File: src/rtl/prt_pkg.sv
// Shared definitions for the packet reference table (PRT) slice: sizing
// constants, the ingress writer state encoding and the frame descriptor.
package prt_pkg;

  localparam int unsigned DATA_WIDTH = 8;
  localparam int unsigned MAX_FRAME  = 1518;
  localparam int unsigned MIN_FRAME  = 64;
  localparam int unsigned NUM_SLOTS  = 2;
  localparam int unsigned SLOT_WIDTH = (NUM_SLOTS > 1) ? $clog2(NUM_SLOTS) : 1;
  localparam int unsigned LEN_WIDTH  = $clog2(MAX_FRAME + 1);

  typedef enum logic [2:0] {
    ING_IDLE   = 3'd0,
    ING_START  = 3'd1,
    ING_SLOT   = 3'd2,
    ING_WRITE  = 3'd3,
    ING_DRAIN  = 3'd4,
    ING_FINISH = 3'd5,
    ING_DESC   = 3'd6
  } ing_state_e;

  typedef struct packed {
    logic [SLOT_WIDTH-1:0] slot;
    logic [LEN_WIDTH-1:0]  len;
    logic                  trunc;
    logic                  runt;
  } prt_desc_t;

endpackage

File: src/rtl/prt_ingress_writer_if.sv
// Bundle of the ingress writer's three handshakes: RX byte stream, PRT
// write port and descriptor output.
//   master : the ingress writer
//   slave  : RX source, PRT and classifier side
interface prt_ingress_writer_if;
  import prt_pkg::*;

  logic [DATA_WIDTH-1:0] s_tdata;
  logic                  s_tvalid;
  logic                  s_tlast;
  logic                  s_tready;

  logic                  prt_slot_free;
  logic                  prt_start_en;
  logic                  prt_start_rdy;
  logic [SLOT_WIDTH-1:0] prt_start_slot;
  logic [DATA_WIDTH-1:0] prt_wr_data;
  logic                  prt_wr_en;
  logic                  prt_wr_rdy;
  logic                  prt_finish_en;
  logic                  prt_finish_rdy;

  logic                  desc_valid;
  logic                  desc_ready;
  logic [SLOT_WIDTH-1:0] desc_slot;
  logic [LEN_WIDTH-1:0]  desc_len;
  logic                  desc_trunc;
  logic                  desc_runt;

  modport master (
    input  s_tdata, s_tvalid, s_tlast,
    output s_tready,
    input  prt_slot_free, prt_start_rdy, prt_start_slot, prt_wr_rdy, prt_finish_rdy,
    output prt_start_en, prt_wr_data, prt_wr_en, prt_finish_en,
    input  desc_ready,
    output desc_valid, desc_slot, desc_len, desc_trunc, desc_runt
  );

  modport slave (
    output s_tdata, s_tvalid, s_tlast,
    input  s_tready,
    output prt_slot_free, prt_start_rdy, prt_start_slot, prt_wr_rdy, prt_finish_rdy,
    input  prt_start_en, prt_wr_data, prt_wr_en, prt_finish_en,
    output desc_ready,
    input  desc_valid, desc_slot, desc_len, desc_trunc, desc_runt
  );

endinterface

File: src/rtl/prt_ingress_writer.sv
// PRT ingress writer: acquires a PRT slot per RX frame, streams the frame
// bytes into it (truncating at MAX_FRAME and draining the excess), closes
// the entry and presents one descriptor per frame.
// Ports:
//   CLK, RST_N  clock, asynchronous active-low reset
//   bus         master side of prt_ingress_writer_if (RX, PRT, descriptor)
//   cnt_frames  completed frames, wraps
//   cnt_trunc   truncated frames, wraps
module prt_ingress_writer
  import prt_pkg::*;
(
  input  logic                 CLK,
  input  logic                 RST_N,
  prt_ingress_writer_if.master bus,
  output logic [15:0]          cnt_frames,
  output logic [15:0]          cnt_trunc
);

  ing_state_e            state_q, state_d;
  logic [SLOT_WIDTH-1:0] slot_q;
  logic [LEN_WIDTH-1:0]  len_q;
  logic                  trunc_q;
  prt_desc_t             desc;

  logic wr_xfer;
  logic drain_xfer;
  logic at_max;

  assign wr_xfer    = (state_q == ING_WRITE) && bus.s_tvalid && bus.prt_wr_rdy;
  assign drain_xfer = (state_q == ING_DRAIN) && bus.s_tvalid;
  // The transfer in flight is the MAX_FRAME-th byte
  assign at_max     = (len_q == LEN_WIDTH'(MAX_FRAME - 1));

  assign desc.slot  = slot_q;
  assign desc.len   = len_q;
  assign desc.trunc = trunc_q;
  assign desc.runt  = (len_q < LEN_WIDTH'(MIN_FRAME));

  // State register
  always_ff @(posedge CLK or negedge RST_N) begin
    if (!RST_N) state_q <= ING_IDLE;
    else        state_q <= state_d;
  end

  // Next-state logic
  always_comb begin
    state_d = state_q;
    unique case (state_q)
      ING_IDLE:   if (bus.s_tvalid && bus.prt_slot_free) state_d = ING_START;
      ING_START:  if (bus.prt_start_rdy) state_d = ING_SLOT;
      ING_SLOT:   state_d = ING_WRITE;
      ING_WRITE: begin
        if (wr_xfer) begin
          if (bus.s_tlast)  state_d = ING_FINISH;
          else if (at_max)  state_d = ING_DRAIN;
        end
      end
      ING_DRAIN:  if (drain_xfer && bus.s_tlast) state_d = ING_FINISH;
      ING_FINISH: if (bus.prt_finish_rdy) state_d = ING_DESC;
      ING_DESC:   if (bus.desc_ready) state_d = ING_IDLE;
      default:    state_d = ING_IDLE;
    endcase
  end

  // Output decode; data path to the PRT is a zero-latency pass-through
  always_comb begin
    bus.s_tready      = 1'b0;
    bus.prt_start_en  = 1'b0;
    bus.prt_wr_en     = 1'b0;
    bus.prt_wr_data   = '0;
    bus.prt_finish_en = 1'b0;
    bus.desc_valid    = 1'b0;
    bus.desc_slot     = '0;
    bus.desc_len      = '0;
    bus.desc_trunc    = 1'b0;
    bus.desc_runt     = 1'b0;
    unique case (state_q)
      ING_START:  bus.prt_start_en = 1'b1;
      ING_WRITE: begin
        bus.s_tready    = bus.prt_wr_rdy;
        bus.prt_wr_en   = bus.s_tvalid && bus.prt_wr_rdy;
        bus.prt_wr_data = bus.s_tdata;
      end
      ING_DRAIN:  bus.s_tready = 1'b1;
      ING_FINISH: bus.prt_finish_en = 1'b1;
      ING_DESC: begin
        bus.desc_valid = 1'b1;
        bus.desc_slot  = desc.slot;
        bus.desc_len   = desc.len;
        bus.desc_trunc = desc.trunc;
        bus.desc_runt  = desc.runt;
      end
      default: ;
    endcase
  end

  // Per-frame slot, byte count and truncation flag
  always_ff @(posedge CLK or negedge RST_N) begin
    if (!RST_N) begin
      slot_q  <= '0;
      len_q   <= '0;
      trunc_q <= 1'b0;
    end else if (state_q == ING_SLOT) begin
      slot_q  <= bus.prt_start_slot;
      len_q   <= '0;
      trunc_q <= 1'b0;
    end else if (wr_xfer) begin
      len_q <= len_q + LEN_WIDTH'(1);
      if (!bus.s_tlast && at_max) trunc_q <= 1'b1;
    end
  end

  // Statistics, counted when the descriptor is consumed
  always_ff @(posedge CLK or negedge RST_N) begin
    if (!RST_N) begin
      cnt_frames <= '0;
      cnt_trunc  <= '0;
    end else if ((state_q == ING_DESC) && bus.desc_ready) begin
      cnt_frames <= cnt_frames + 16'd1;
      if (trunc_q) cnt_trunc <= cnt_trunc + 16'd1;
    end
  end

endmodule

File: src/flat_wrapper.sv
// flat-port wrapper written by rule: the top's interface ports become plain ports
module prt_ingress_writer_flat import prt_pkg::*;
  (CLK, RST_N, cnt_frames, cnt_trunc, bus_s_tdata, bus_s_tvalid, bus_s_tlast, bus_s_tready, bus_prt_slot_free, bus_prt_start_rdy, bus_prt_start_slot, bus_prt_wr_rdy, bus_prt_finish_rdy, bus_prt_start_en, bus_prt_wr_data, bus_prt_wr_en, bus_prt_finish_en, bus_desc_ready, bus_desc_valid, bus_desc_slot, bus_desc_len, bus_desc_trunc, bus_desc_runt);
  prt_ingress_writer_if bus_i ();
  input  logic CLK;
  input  logic RST_N;
  output logic [15:0] cnt_frames;
  output logic [15:0] cnt_trunc;
  input wire logic [$bits(bus_i.s_tdata)-1:0] bus_s_tdata;
  input wire logic [$bits(bus_i.s_tvalid)-1:0] bus_s_tvalid;
  input wire logic [$bits(bus_i.s_tlast)-1:0] bus_s_tlast;
  output wire logic [$bits(bus_i.s_tready)-1:0] bus_s_tready;
  input wire logic [$bits(bus_i.prt_slot_free)-1:0] bus_prt_slot_free;
  input wire logic [$bits(bus_i.prt_start_rdy)-1:0] bus_prt_start_rdy;
  input wire logic [$bits(bus_i.prt_start_slot)-1:0] bus_prt_start_slot;
  input wire logic [$bits(bus_i.prt_wr_rdy)-1:0] bus_prt_wr_rdy;
  input wire logic [$bits(bus_i.prt_finish_rdy)-1:0] bus_prt_finish_rdy;
  output wire logic [$bits(bus_i.prt_start_en)-1:0] bus_prt_start_en;
  output wire logic [$bits(bus_i.prt_wr_data)-1:0] bus_prt_wr_data;
  output wire logic [$bits(bus_i.prt_wr_en)-1:0] bus_prt_wr_en;
  output wire logic [$bits(bus_i.prt_finish_en)-1:0] bus_prt_finish_en;
  input wire logic [$bits(bus_i.desc_ready)-1:0] bus_desc_ready;
  output wire logic [$bits(bus_i.desc_valid)-1:0] bus_desc_valid;
  output wire logic [$bits(bus_i.desc_slot)-1:0] bus_desc_slot;
  output wire logic [$bits(bus_i.desc_len)-1:0] bus_desc_len;
  output wire logic [$bits(bus_i.desc_trunc)-1:0] bus_desc_trunc;
  output wire logic [$bits(bus_i.desc_runt)-1:0] bus_desc_runt;
  assign bus_i.s_tdata = bus_s_tdata;
  assign bus_i.s_tvalid = bus_s_tvalid;
  assign bus_i.s_tlast = bus_s_tlast;
  assign bus_s_tready = bus_i.s_tready;
  assign bus_i.prt_slot_free = bus_prt_slot_free;
  assign bus_i.prt_start_rdy = bus_prt_start_rdy;
  assign bus_i.prt_start_slot = bus_prt_start_slot;
  assign bus_i.prt_wr_rdy = bus_prt_wr_rdy;
  assign bus_i.prt_finish_rdy = bus_prt_finish_rdy;
  assign bus_prt_start_en = bus_i.prt_start_en;
  assign bus_prt_wr_data = bus_i.prt_wr_data;
  assign bus_prt_wr_en = bus_i.prt_wr_en;
  assign bus_prt_finish_en = bus_i.prt_finish_en;
  assign bus_i.desc_ready = bus_desc_ready;
  assign bus_desc_valid = bus_i.desc_valid;
  assign bus_desc_slot = bus_i.desc_slot;
  assign bus_desc_len = bus_i.desc_len;
  assign bus_desc_trunc = bus_i.desc_trunc;
  assign bus_desc_runt = bus_i.desc_runt;
  prt_ingress_writer u_core (.CLK(CLK), .RST_N(RST_N), .bus(bus_i), .cnt_frames(cnt_frames), .cnt_trunc(cnt_trunc));
endmodule
File: config.mk
export PLATFORM = sky130hd
export DESIGN_NAME = prt_ingress_writer_flat
export DESIGN_NICKNAME = d
export VERILOG_FILES = /design/src/rtl/prt_pkg.sv /design/src/rtl/prt_ingress_writer_if.sv /design/src/rtl/prt_ingress_writer.sv /design/src/flat_wrapper.sv
export SDC_FILE = /design/constraint.sdc
export NUM_CORES = 1
export LEC_CHECK = 0
export ABC_AREA = 1
export BUFFER_PORTS_ARGS = -buffer_cell sky130_fd_sc_hd__clkbuf_2
export CORE_ASPECT_RATIO = 0.75
export CORE_MARGIN = 1.5
export CORE_UTILIZATION = 35
export DETAILED_ROUTE_END_ITERATION = 10
export GPL_TIMING_DRIVEN = 0
export SYNTH_ARGS = -nofsm -noshare
export SYNTH_HDL_FRONTEND = slang
export SYNTH_SLANG_ARGS = --single-unit
File: constraint.sdc
create_clock -name CLK -period 1.8 [get_ports CLK]
set_input_delay 0.36 -clock CLK [delete_from_list [all_inputs] [get_ports CLK]]
set_output_delay 0.36 -clock CLK [all_outputs]
set_load 0.02 [all_outputs]
# Word level (Yosys, flattened, before mapping)
# Cells that the tools add are included.
[totals] regBits=48 output_inout_bits=59
[op_classes] n_addsub=3 order_cmp=1 n_eq_ne=14 muxes=24 n_reduce_logical=15
[ops] cell="11-bit two-way mux" n=3
[ops] cell="16-bit by 1-bit adder with 16-bit output (second input constant)" n=2
[ops] cell="3-bit two-way mux" n=8
[ops] cell="3-bit one-hot mux with 7 select lines" n=1
[ops] cell="11-bit by 1-bit adder with 11-bit output (second input constant)" n=1
[ops] cell="11-bit == test (second input constant)" n=1
[ops] cell="11-bit by 7-bit < comparator with 1-bit output (second input constant)" n=1
[ops] cell="1-bit two-way mux" n=10
[ops] cell="3-bit == test (second input constant)" n=3
[ops] cell="1-bit logical AND" n=8
[ops] cell="8-bit two-way mux" n=1
[ops] cell="2-bit inequality test (second input constant)" n=4
[ops] cell="7-bit AND reduction" n=1
[ops] cell="3-bit by 2-bit == test with 1-bit output (second input constant)" n=2
[ops] cell="2-bit by 1-bit inequality test with 1-bit output (second input constant)" n=2
[ops] cell="2-bit AND reduction" n=2
[ops] cell="2-bit nonzero test" n=2
[ops] cell="3-bit by 1-bit == test with 1-bit output (second input constant)" n=1
[ops] cell="3-bit zero test" n=1
[ops] cell="3-bit by 2-bit inequality test with 1-bit output (second input constant)" n=1
[ops] cell="1-bit one-hot mux with 2 select lines" n=1
[ops] cell="1-bit zero test" n=1

# Longest topological paths before layout
[logic_depth] ltp_word=5 depth_mapped=9 ltp_nobuf=9

# Worst setup path before layout
# Ideal clock, no wire load.
[synth_timing] kind="reg-to-output" from="reg u_core.state_q[2]" to="out bus_prt_wr_data[0]" arrival_ns=1.188 required_time_ns=1.440 path_slack_ns=0.252 path_stages_with_launch=6 n_path_buf=2 cell_sequence="dfrtp_1 > buf_2 > nor2_2 > nand2_2 > clkbuf_8 > nor2_1"
[synth_via] elab_chain_cells=2
[synth_lines] element="from (decl)" line_no="prt_ingress_writer.sv:19" source="ing_state_e state_q, state_d;"
[synth_lines] element="from (signal assigned)" line_no="prt_ingress_writer.sv:42" source="else state_q <= state_d;"
[synth_lines] element="3-bit by 2-bit == test with 1-bit output" line_no="prt_ingress_writer.sv:77" source="unique case (state_q)"
[synth_lines] element="8-bit two-way mux" line_no="prt_ingress_writer.sv:77"
[synth_lines] element="to (decl)" line_no="flat_wrapper.sv:19" source="output wire logic [$bits(bus_i.prt_wr_data)-1:0] bus_prt_wr_data;"
# Every way passes these cells.

# Final worst setup path
[layout_timing] from="reg u_core.state_q[2]" to="out bus_prt_wr_data[3]"
# Same word-level chain as after synthesis.

==> results.md <==
* Outcome: finished, violations left
* Failing checks: setup timing
* CTS Sinks at 48
* Area occupied by multi-input gates at 1490 sq um
* Most frequent CP cell: buf_6
* DR vias at 2802
* Max frequency at 0.548 GHz
* Clock transition at path regs at 0.09 ns
* # hold bufs at CTS at 0
* Placed cell area at 3400 sq um
* Worst-Skew Late Latency at 0.30 ns
* Vias in the first global route at 2569
* Crit. Startpoint: u_core.state_q[2]
* CTS tree: yes
* Mapped Nets at 420
* Critical path fanouts, max at 5
* DR WL/cell at 12.4 um
* Power per cell area at 934 nW/um^2
* CP endpoint kind: output port
* DRT antenna net count at 0
* DR pass1 iterations at 4
* Slew Viols, Final at 0
* PortBufs at 76
* Max Cap Viol at 0
* Yosys Warn Count at 0
* WP buf/inv at 3
* Cell area after layout at 3740 sq um
* CP delay by family, top: buffers and inverters
* Setup WS post-layout at -0.0238 ns
* GRT Overall Usage at 17.3%
* Cell Rows at 28
* Post-layout util at 47.0%
* Iter 0 DRT Violations at 128
* Initial Util at 36.3%
* Yosys reg bits at 48
* Number of synthesized flops with an enable pin at 0
* Grt ovf at 0
* Min Tclk post-route at 1.82 ns
* Initial antenna violation count at 0
* Dpl cells at 579
* Largest net degree at the start of global routing at 49
* # diodes at 0
* Async SR Flop Fraction at 100%
* Critical Path, Cell by Cell: buf_6 -> nor2_4 -> nand2_4 -> buf_6 -> nor2_2 -> buf_4
* RSZ-0062 raised after global routing: yes
* Die width at 108 um
* Max rail drop VDD at 0.000426 V
* CP max-delay cell: dfrtp_1
* WP data arrival at 1.46 ns
* Mean Syn Cell Area at 7.26 sq um
* Io pins at 77
* Cts bufs inserted at 5
* Worst EP required at 1.44 ns
* Layout fillers at 805
* Htree depth at 2
* Setup TNS at -0.0551 ns
* Seq/Total Area, Yosys at 41.6%
* First-pass GRT wire length at 12000 um
* Vias per cell at 4.67
* DIE AREA at 8810 sq um
* Placer Congestion at 0.878
* Worst path max stage delay at 0.41 ns
* Pleak at 1.94 nW
* Root buffer cell: clkbuf_8
* Reg area at 1200 sq um
* DIE HEIGHT at 81.7 um
* CP Launch Type: register
* Hold Fails Final Rpt at 0
* Worst hold path type: primary input to asynchronous set/reset pin
* Final setup fails at 5
* Cells after synthesis at 398
* Min Hold Slack at 0.0187 ns
* Most used DFF post-synth: dfrtp_1
* Crit share post-route at 101%
* Netlist cell types at 32
* Placeable Area at 7950 sq um
* Fin nets at 517
* Crit Reg-Reg Startpoint: u_core.state_q[2]
* Slew HR at 67.3%
* Clock buffer depth at 2
* Share of layout cells above drive strength 1 at 26.5%
* Least-Margin Pin Slew at 0.490 ns
* Critical path type: register to output port
* Post-DP HPWL at 5270 um
* Drc violations at 0
* Clk_skew at 0.00867 ns
* Layout overhead on the synthesized area at 29.4%
* Routed Wire Length at 7460 um
* Mapped cell area at 2890 sq um
* Final Non-Filler Cells at 600
## synthesized netlist by cell type (all sizes together) (5+ instances only)
library cell    n  area share, %
nor3            8            1.4
o21ai          19            3.3
inv            53            6.9
dfrtp          48             42
xor2           12            3.6
xnor2           9            3.0
nor2           75             11
buf             6            1.4
nand3          23            4.6
nand4          10            2.2
nand2         115             15
a21oi           5           0.87
## sequential cells by signal, indices dropped and copies added (netlist names)
| name | flops |
|---|---|
| u_core.cnt_frames | 16 |
| u_core.cnt_trunc | 16 |
| u_core.len_q | 11 |
| u_core.state_q | 3 |
| u_core.slot_q | 1 |
| u_core.trunc_q | 1 |
## routing by layer
layer	GRT usage, %	share of wire, %	vias to the layer above
met5	0	0	-
met4	4.74	0.79	0
met3	3.49	4.4	9
met2	26.6	44	63
met1	24.8	51	1297
li1	-	-	1433
## cell usage in the layout, fill, tap and decap left out
cell	n
nand4_1	10
dfrtp_2	2
nor2_8	1
inv_1	50
nand2_1	111
o22ai_1	1
clkinv_2	1
nor3_1	8
a21oi_1	5
xor2_1	12
nand2_2	2
nor2_4	7
nand3_4	1
clkbuf_4	1
dfrtp_1	46
o21ai_0	16
o21ai_1	3
clkbuf_8	5
xnor2_1	8
buf_8	1
xnor2_2	1
inv_2	3
clkbuf_2	50
buf_12	1
o21a_1	1
a31oi_1	1
nand2_4	2
nand3_1	21
o31ai_1	1
o21bai_1	3
buf_2	10
buf_6	10
nor2_1	59
nor2_2	8
ha_1	4
nand3b_1	3
buf_4	24
clkbuf_1	1
nand3_2	1
## repair_timing
item	in CTS	in global routing
pin swaps	2	3
gates resized for setup	14	62
gates cloned	1	1
endpoints found under the setup margin	21	25
setup buffers	8	4
## logic make-up after synthesis
group           after synthesis  share of synthesized area, %
buf+inv                      60                          8.79
fa+ha+maj                     4                          1.73
flops                        48                          41.6
xor+xnor                     21                          6.63
compound gates               31                          5.89
simple gates                234                          35.4
## worst paths after layout
kind	end	slack, ns	cells past startpoint
worst min register to register	u_core.cnt_trunc[2]	0.52	1
min in group CLK	u_core.slot_q	0.29	3
worst max register to register	u_core.state_q[0]	0.14	11
max in group asynchronous	u_core.state_q[0]	1.25	2
worst max-delay path	bus_prt_wr_data[3]	-0.02	6
worst min-delay path	u_core.cnt_trunc[12]	0.02	1
## where the power goes
group	total (mW)	internal, mW	leakage (nW)	switching [mW]
Clock	0.612	0.265	0.0410	0.347
Sequential	1.35	1.21	0.624	0.138
Combinational	1.53	0.586	1.28	0.941
## layout make-up
cell class	count	share of cell area [%]
repair buffers	91	15.4
plain buffers	6	1.57
clock buffers	6	1.94
multi-input cells	290	39.9
flip-flops and latches	48	32.2
well taps	105	3.51
inverters	53	5.32
clock inverters	1	0.134
## stage by stage
stage	total power [mW]	setup WS, ns
final	3.49	-0.0238
after global routing	3.74	-0.0842
after CTS	3.35	0.00550
after detailed placement	2.57	0.0834
after global placement	2.54	0.109
after floorplan	2.18	0.252
No activity file was read; power rests on OpenSTA's default activity.
